==> src/rtl/uart_arb_pkg.sv <==
// Shared types and helpers for the UART transmit arbiter and its round-robin picker.
package uart_arb_pkg;

    localparam int BYTE_W = 8;

    typedef enum logic [1:0] {
        IDLE,
        SEND,
        GUARD,
        WAIT_TX
    } arb_state_t;

    // Bits needed to hold values 0..value-1 (returns 0 for value <= 1).
    function automatic int clog2(input int value);
        int result;
        result = 0;
        for (int i = 0; i < 31; i++) begin
            if ((1 << i) < value) result = i + 1;
        end
        return result;
    endfunction

endpackage

==> src/rtl/rr_arbiter.sv <==
// Combinational N-way round-robin picker: the first set request bit found
// scanning upward from the pointer (wrapping) wins.
module rr_arbiter
    import uart_arb_pkg::*;
#(
    parameter int N     = 2,
    parameter int IDX_W = (N > 1) ? clog2(N) : 1
) (
    input  logic [N-1:0]     req,
    input  logic [IDX_W-1:0] ptr,
    output logic [N-1:0]     gnt,
    output logic [IDX_W-1:0] gnt_idx
);

    // Scan from the farthest offset back toward the pointer so the closest requester is written last and wins.
    always_comb begin
        gnt     = '0;
        gnt_idx = '0;
        for (int k = N - 1; k >= 0; k--) begin
            if (req[(int'(ptr) + k) % N]) begin
                gnt                         = '0;
                gnt[(int'(ptr) + k) % N]    = 1'b1;
                gnt_idx                     = IDX_W'((int'(ptr) + k) % N);
            end
        end
    end

endmodule

==> src/rtl/uart_tx_arbiter.sv <==
// Shares one UART byte transmitter between N_SRC packet sources. Ownership is
// granted per packet in round-robin order, bytes are paced with a start pulse,
// a guard window and a ready wait, and a stalled owner is aborted after a timeout.
module uart_tx_arbiter
    import uart_arb_pkg::*;
#(
    parameter int N_SRC        = 2,
    parameter int TX_GUARD     = 2,
    parameter int IDLE_TIMEOUT = 1024
) (
    input  logic                      clk,
    input  logic                      reset,
    input  logic [N_SRC-1:0]          src_valid,
    input  logic [BYTE_W*N_SRC-1:0]   src_data,
    input  logic [N_SRC-1:0]          src_last,
    output logic [N_SRC-1:0]          src_ready,
    input  logic                      tx_ready,
    output logic                      tx_start,
    output logic [BYTE_W-1:0]         tx_data,
    output logic [N_SRC-1:0]          grant,
    output logic                      busy,
    output logic                      pkt_done,
    output logic                      timeout_err
);

    localparam int IDX_W   = (N_SRC > 1) ? clog2(N_SRC) : 1;
    localparam int STALL_W = clog2(IDLE_TIMEOUT + 1);
    localparam int GUARD_W = (TX_GUARD > 1) ? clog2(TX_GUARD + 1) : 1;

    localparam logic [IDX_W-1:0]   LAST_IDX    = IDX_W'(N_SRC - 1);
    localparam logic [STALL_W-1:0] STALL_LIMIT = STALL_W'(IDLE_TIMEOUT);
    localparam logic [GUARD_W-1:0] GUARD_END   = GUARD_W'(TX_GUARD - 1);

    arb_state_t           state_q, state_n;
    logic [N_SRC-1:0]     grant_q, grant_n;
    logic [IDX_W-1:0]     owner_q, owner_n;
    logic [IDX_W-1:0]     ptr_q, ptr_n;
    logic [STALL_W-1:0]   stall_q, stall_n;
    logic [GUARD_W-1:0]   guard_q, guard_n;
    logic                 last_q, last_n;
    logic [BYTE_W-1:0]    tx_data_q, tx_data_n;
    logic                 tx_start_q, tx_start_n;
    logic                 pkt_done_q, pkt_done_n;
    logic                 timeout_q, timeout_n;

    logic [N_SRC-1:0]     pick_gnt;
    logic [IDX_W-1:0]     pick_idx;
    logic [IDX_W-1:0]     next_ptr;
    logic [BYTE_W-1:0]    owner_data;
    logic                 owner_valid;
    logic                 owner_last;
    logic                 xfer;

    rr_arbiter #(
        .N     (N_SRC),
        .IDX_W (IDX_W)
    ) u_rr (
        .req     (src_valid),
        .ptr     (ptr_q),
        .gnt     (pick_gnt),
        .gnt_idx (pick_idx)
    );

    // Only the owner may hand over a byte, and only while the UART is idle in SEND.
    always_comb begin
        src_ready = '0;
        if (state_q == SEND && tx_ready) src_ready = grant_q;
    end

    // Select the owner's byte, valid and last flag through the one-hot grant.
    always_comb begin
        owner_data = '0;
        for (int i = 0; i < N_SRC; i++) begin
            if (grant_q[i]) owner_data = owner_data | src_data[i*BYTE_W +: BYTE_W];
        end
        owner_valid = |(src_valid & grant_q);
        owner_last  = |(src_last & grant_q);
        xfer        = |(src_valid & src_ready);
        next_ptr    = (owner_q == LAST_IDX) ? '0 : owner_q + 1'b1;
    end

    // Packet-level sequencing: arbitrate, hand bytes to the UART, guard, wait, release or abort.
    always_comb begin
        state_n    = state_q;
        grant_n    = grant_q;
        owner_n    = owner_q;
        ptr_n      = ptr_q;
        stall_n    = stall_q;
        guard_n    = guard_q;
        last_n     = last_q;
        tx_data_n  = tx_data_q;
        tx_start_n = 1'b0;
        pkt_done_n = 1'b0;
        timeout_n  = 1'b0;

        case (state_q)
            IDLE: begin
                if (|src_valid) begin
                    grant_n = pick_gnt;
                    owner_n = pick_idx;
                    stall_n = '0;
                    state_n = SEND;
                end
            end
            SEND: begin
                if (xfer) begin
                    tx_data_n  = owner_data;
                    last_n     = owner_last;
                    tx_start_n = 1'b1;
                    stall_n    = '0;
                    guard_n    = '0;
                    state_n    = GUARD;
                end else if (!owner_valid) begin
                    if (stall_q + 1'b1 == STALL_LIMIT) begin
                        timeout_n = 1'b1;
                        grant_n   = '0;
                        ptr_n     = next_ptr;
                        stall_n   = '0;
                        state_n   = IDLE;
                    end else if (stall_q != '1) begin
                        stall_n = stall_q + 1'b1;
                    end
                end else begin
                    stall_n = '0;
                end
            end
            GUARD: begin
                if (guard_q == GUARD_END) begin
                    guard_n = '0;
                    state_n = WAIT_TX;
                end else begin
                    guard_n = guard_q + 1'b1;
                end
            end
            WAIT_TX: begin
                if (tx_ready) begin
                    if (last_q) begin
                        pkt_done_n = 1'b1;
                        grant_n    = '0;
                        ptr_n      = next_ptr;
                        state_n    = IDLE;
                    end else begin
                        state_n = SEND;
                    end
                end
            end
            default: state_n = IDLE;
        endcase
    end

    // State and registered outputs; a synchronous reset drops any packet in progress.
    always_ff @(posedge clk) begin
        if (reset) begin
            state_q    <= IDLE;
            grant_q    <= '0;
            owner_q    <= '0;
            ptr_q      <= '0;
            stall_q    <= '0;
            guard_q    <= '0;
            last_q     <= 1'b0;
            tx_data_q  <= '0;
            tx_start_q <= 1'b0;
            pkt_done_q <= 1'b0;
            timeout_q  <= 1'b0;
        end else begin
            state_q    <= state_n;
            grant_q    <= grant_n;
            owner_q    <= owner_n;
            ptr_q      <= ptr_n;
            stall_q    <= stall_n;
            guard_q    <= guard_n;
            last_q     <= last_n;
            tx_data_q  <= tx_data_n;
            tx_start_q <= tx_start_n;
            pkt_done_q <= pkt_done_n;
            timeout_q  <= timeout_n;
        end
    end

    assign tx_start    = tx_start_q;
    assign tx_data     = tx_data_q;
    assign grant       = grant_q;
    assign busy        = (state_q != IDLE);
    assign pkt_done    = pkt_done_q;
    assign timeout_err = timeout_q;

endmodule

==> config.mk <==
export PLATFORM = sky130hd
export DESIGN_NAME = uart_tx_arbiter
export DESIGN_NICKNAME = d
export VERILOG_FILES = /design/src/rtl/uart_arb_pkg.sv /design/src/rtl/rr_arbiter.sv /design/src/rtl/uart_tx_arbiter.sv
export SDC_FILE = /design/constraint.sdc
export NUM_CORES = 1
export LEC_CHECK = 0
export CAP_MARGIN = 20
export CELL_PAD_IN_SITES_DETAIL_PLACEMENT = 1
export CELL_PAD_IN_SITES_GLOBAL_PLACEMENT = 2
export CORE_MARGIN = 5
export CORE_UTILIZATION = 30
export CTS_CLUSTER_DIAMETER = 200
export DETAILED_ROUTE_END_ITERATION = 10
export MAX_ROUTING_LAYER = met4
export PLACE_DENSITY = 0.94
export SETUP_SLACK_MARGIN = 0.2
export SLEW_MARGIN = 40
export SYNTH_ARGS = -nofsm -noshare
export SYNTH_HDL_FRONTEND = slang
export SYNTH_SLANG_ARGS = --single-unit
==> constraint.sdc <==
create_clock -name clk -period 5.24 [get_ports clk]
set_input_delay 0.786 -clock clk [delete_from_list [all_inputs] [get_ports clk]]
set_output_delay 0.786 -clock clk [all_outputs]
set_load 0.05 [all_outputs]
# Word level (Yosys, flattened, before mapping)
# Cells that the tools add are included.
[word_totals]
reg_bits = 31
inputBits = 23
out_inout_bits = 16
[op_classes]
n_addsub = 4
magnitude_cmp = 4
n_eq_ne = 17
muxes = 48
bitwise_logic = 8
reduce_logical = 23
[op_table]
columns = ["operator", "count"]
rows = [
  ["11-bit two-way mux", 5],
  ["2-bit two-way mux", 15],
  ["11-bit case mux with 2 select lines", 1],
  ["1-bit two-way mux", 19],
  ["8-bit two-way mux", 2],
  ["2-bit != test, second input constant", 7],
  ["11-bit by 1-bit adder with 11-bit output, second input constant", 1],
  ["11-bit == test, second input constant", 1],
  ["11-bit != test, second input constant", 1],
  ["2-bit OR reduction", 5],
  ["8-bit OR", 1],
  ["2-bit case mux with 4 select lines", 1],
  ["2-bit nonzero test", 4],
  ["7-bit AND reduction", 1],
  ["2-bit AND", 3],
  ["2-bit case mux with 3 select lines", 1],
  ["2-bit AND reduction", 3],
  ["6-bit AND reduction", 1],
  ["6-bit OR reduction", 1],
  ["5-bit by 3-bit != test with 1-bit output, second input constant", 1],
  ["5-bit AND reduction", 1],
  ["2-bit by 1-bit == test with 1-bit output, second input constant", 2],
  ["2-bit == test, second input constant", 2],
  ["2-bit case mux with 2 select lines", 1],
  ["other kinds (18)", 24],
]

# Longest topological paths before layout
[logic_depth]
depth_word = 10
mapped_depth = 7
depth_no_buf = 7

# Modules after synthesis
# A second synthesis with hierarchy kept.
[unflattened]
cells_unflattened = 191
hier_area_um2 = 1544.0
[by_module_without_submodules]
columns = ["module", "instances", "cells_each", "area_per_inst_um2"]
rows = [
  ["uart_tx_arbiter", 1, 187, 1517.7],
  ["rr_arbiter", 1, 4, 26.3],
]

# Worst setup path before layout
# Ideal clock, no wire load.
[synth_timing]
path_kind = "input-to-reg"
startpoint = "input port src_valid[0]"
endpoint = "register stall_q[6]"
arrival_ns = 2.215
path_slack_ns = 2.903
path_stages = 6
n_path_buf = 1
path_cell_list = "a22oi_1 -> and2_0 -> clkbuf_1 -> a31oi_1 -> and3_4 -> a221o_1"
[synth_between]
elab_chain_cells = 5
word_cells_on_any_way = 11
cone_classes = "eq/ne (2); mux (3); bitwise (2); reduce/logical (4)"
[synth_lines]
columns = ["item", "line", "rtl"]
rows = [
  ["start, declared", "uart_tx_arbiter.sv:13", "input logic [N_SRC-1:0] src_valid,"],
  ["2-bit AND", "uart_tx_arbiter.sv:76", "owner_valid = |(src_valid & grant_q);"],
  ["2-bit OR reduction", "uart_tx_arbiter.sv:76", ""],
  ["11-bit two-way mux", "uart_tx_arbiter.sv:113", "end else if (!owner_valid) begin"],
  ["11-bit two-way mux", "uart_tx_arbiter.sv:106", "if (xfer) begin"],
  ["11-bit case mux with 2 select lines", "uart_tx_arbiter.sv:96", "case (state_q)"],
  ["end signal, assigned", "uart_tx_arbiter.sv:170", "stall_q <= stall_n;"],
  ["end, declared", "uart_tx_arbiter.sv:38", "logic [STALL_W-1:0] stall_q, stall_n;"],
]
# Several ways; a longest one is shown, not always the timed one.
# A chain may end at the register's enable or synchronous reset.

# Worst setup path after layout
[layout_timing]
startpoint = "input port tx_ready"
endpoint = "output port src_ready[0]"
[layout_between]
elab_chain_cells = 2
[layout_lines]
columns = ["item", "line", "rtl"]
rows = [
  ["start, declared", "uart_tx_arbiter.sv:17", "input logic tx_ready,"],
  ["1-bit logical AND", "uart_tx_arbiter.sv:67", "if (state_q == SEND && tx_ready) src_ready = grant_q;"],
  ["2-bit two-way mux", "uart_tx_arbiter.sv:67", ""],
  ["end, declared", "uart_tx_arbiter.sv:16", "output logic [N_SRC-1:0] src_ready,"],
]
# No other way between the ends.

==> out/summary.txt <==
========================================================================================
Sw power                                                                        0.150 mW
Proportion of netlist area held by the largest area contributor                    39.1%
Post-route standard cell area excluding fillers                              0.00211 mm²
Cell-internal power                                                             0.370 mW
Placed cell areas                                                            0.00203 mm²
Count of hold buffers inserted by post-cts repair                                      0
Critical-path top delay cell                                                clkdlybuf4s50_1
Final hold viol count                                                                  0
Pre-CTS WS                                                                       2.10 ns
Most frequent standard cell in the layout excluding fill and tap cells      clkdlybuf4s50_1
CP Max Fanout                                                                          5
Final clock skew                                                              0.00805 ns
CP endpoint kind                                                             output port
Sum of overflow across all layers after global routing                                 0
Max rail drop VDD                                                              0.0808 mV
Post-DP HPWL                                                                     3310 µm
Detailed-route vias per instance                                                    5.20
Critical setup path kind                                                          in2out
Met3 Routed Length                                                                 77 µm
Chip width                                                                       82.7 µm
Core Box Area                                                                0.00511 mm²
Required time reported for the critical path endpoint                            4.45 ns
Root Driver                                                                     clkbuf_8
Met2 routed wirelength                                                           2210 µm
Worst-path clk slew                                                              0.06 ns
I/O Pins                                                                              39
Highest signal layer in the routed design                                           met4
Cell-by-cell trace of the critical path                                     clkdlybuf4s50_1, and3_1, clkdlybuf4s50_1
Crit-path most repeated cell                                                clkdlybuf4s50_1
Nets                                                                                 255
Largest stage delay, worst path                                                  0.80 ns
Worst hold-check slack                                                          0.456 ns
Summed negative setup slack over all endpoints                                      0 ns
Post-synthesis mux area share                                                      1.34%
Clock latency on the worst-skew pair                                             0.28 ns
Setup violation total in the final timing report                                       0
Count of filler cells inserted in the layout                                         639
Adder-cell share of the synthesized area                                          0.789%
Buf/Inv on CP                                                                          2
Height of the chip                                                               82.7 µm
Kind of path behind the tightest hold check                                      reg2reg
Area of the mapped netlist                                                   0.00159 mm²
Area of the die                                                              0.00684 mm²
Proportion of synthesized chip area in sequential cells                            39.1%
Total clock buffers created by CTS                                                     5
DRC Markers                                                                            0
Total clock sinks                                                                     31
Global-route wire length before repair                                           7600 µm
Count of mapped cells out of synthesis                                               195
Async set-reset flop share out of synthesis                                           0%
Yosys Warn Count                                                                       0
Mean instance size in the synthesized netlist                                   8.13 µm²
Portion of the clock cycle consumed by the worst path in the final layout          58.8%
Share of the synthesized netlist area taken by xor and xnor gates                  1.10%
Total number of placement rows                                                        26
Overall power after layout                                                      0.520 mW
First-pass DRT Iterations                                                              4
Post-Synthesis Net Count                                                             219
Initial standard-cell utilization of the core                                      31.0%
Layout cell share with drive strength beyond 1                                     9.05%
Largest cells by area after synthesis                                       dfxtp_1 (39%), nor2_1 (6.9%), a22oi_1 (5.2%), a211oi_1 (4.3%), a21oi_1 (3.8%)
Buffers inserted by post-CTS timing repair                                             0
Cts repair resizes                                                                     0
Pwr dens                                                                      246 mW/mm²
Unrepaired setup endpoints after global routing                                    false
Synth cell types                                                                      44
Largest net degree at the start of global routing                                     34
Transition time of the tightest slew-check pin                                  0.674 ns
Vias in the first global route                                                     1,552
Number of antenna cells inserted                                                       0
Slew headroom                                                                      54.6%
Signal arrival time at the worst endpoint                                        2.29 ns
Clock period minus worst slack                                                   3.08 ns
Top library cells by usage in the layout, fill and taps aside               clkdlybuf4s50_1 (38), dfxtp_1 (31), nor2_1 (29), nand2_1 (14), a21oi_1 (12)
Reported max-cap violation count                                                       0
Top cell family by delay on the critical path                               buffers and inverters
CTS tree                                                                           built
EDFF count, synth                                                                      0
Number of antenna violations at the first check in global routing                      0
Switching Fraction                                                                 28.9%
Worst setup margin                                                               2.16 ns
Tot GR Track Use                                                                   14.8%
Worst Setup Start Kind                                                         input pin
Total length of routed wires                                                     4460 µm
Routed wirelength normalized by instance count                                   14.8 µm
Simple-gate share of the synthesized area                                          29.8%
Fmax                                                                             325 MHz
Final Max Tran Viols                                                                   0
Post-synthesis sequential element count                                               31
Status                                                                      finished clean
Antenna-violating nets left                                                            0
Detailed Route Iter0 Violations                                                       68
Sequential share of power                                                          48.3%
Largest area contributor in the netlist                                          dfxtp_1
Power share of the combinational group                                             16.6%
Post-synth top flop                                                              dfxtp_1
Combinational family with the most area after synthesis                     simple AND/OR/NAND/NOR gates
Synth Area in Compound Gates                                                       24.1%
Final weighted congestion in routability-driven placement                          0.814
Input/output buffers                                                                  38
Met1 Wirelength                                                                  2110 µm
Max H-tree Level                                                                       2
Clock buffer depth                                                                     2
Routed via count                                                                   1,570
Clk network pwr share                                                              35.1%
P_leak                                                                          0.714 nW
Synthesis-to-layout area growth                                                    33.3%
========================================================================================
==> flip-flops by register name, summed over array words and instances (netlist names), named ones only <==
name / count
stall_q: 11
tx_data: 8
grant: 2
guard_q: 2
last_q: 1
owner_q: 1
pkt_done: 1
ptr_q: 1
state_q: 1
timeout_err: 1
tx_start: 1
==> routing by layer <==
layer  GRT usage (%)  vias up
met4            6.37        0
met2            25.1       12
met3            2.28        5
li1                -      793
met5               -        -
met1            17.3      760
==> cells by family after synthesis <==
group           Yosys count
mux                       2
compound gates           53
flops                    31
fa+ha+maj                 1
buf+inv                  15
simple gates             91
xor+xnor                  2
==> final cells by class <==
cell class	instances	area, µm²	share of cell area [%]
multi-input cells	149	911	43.1
clock buffers	5	68.8	3.26
repair buffers	40	395	18.7
clock inverters	3	15.0	0.710
well taps	70	87.6	4.14
flip-flops and latches	31	621	29.4
inverters	4	15.0	0.710
==> power groups by stage <==
stage,Clock [mW],Combinational [mW],Sequential (mW)
after floorplan,0,0.0422,0.263
after global placement,0,0.0856,0.256
after detailed placement,0,0.0866,0.257
after CTS,0.189,0.0871,0.251
after global routing,0.200,0.0937,0.253
final,0.182,0.0862,0.251
==> worst min-delay path, stage by stage, from the launching register on <==
cell       delay (ns)
dfxtp_1          0.30
inv_1            0.06
a2111oi_0        0.05
==> cells in the mapped netlist (4+ instances only) <==
cell type and number:
dfxtp_1 31, nor2_1 29, nand2_1 14, a21oi_1 12
a22oi_1 11, a211oi_1 9, clkbuf_1 9, nor3_1 9
nand3_1 7, o21ai_0 7, inv_1 4, nor4_1 4
==> metrics by stage <==
step	cells	utilization, %
2_1_floorplan	195	-
4_1_cts	302	41.4
3_3_place_gp	294	39.7
3_5_place_dp	294	39.7
5_1_grt	302	41.4
6_report	302	41.4
==> path summary, 6_finish.rpt <==
path                                         startpoint                 endpoint  slack (ns)  depth (start not counted)
worst min register to register  guard_q[1]$_SDFFE_PP0P_  guard_q[1]$_SDFFE_PP0P_        0.46                          2
worst min-delay path            guard_q[1]$_SDFFE_PP0P_  guard_q[1]$_SDFFE_PP0P_        0.46                          2
worst max-delay path                           tx_ready             src_ready[0]        2.16                          3
worst max register to register  stall_q[0]$_SDFFE_PP0P_  stall_q[6]$_SDFFE_PP0P_        2.65                          6
(Power assumes the default switching activity.)
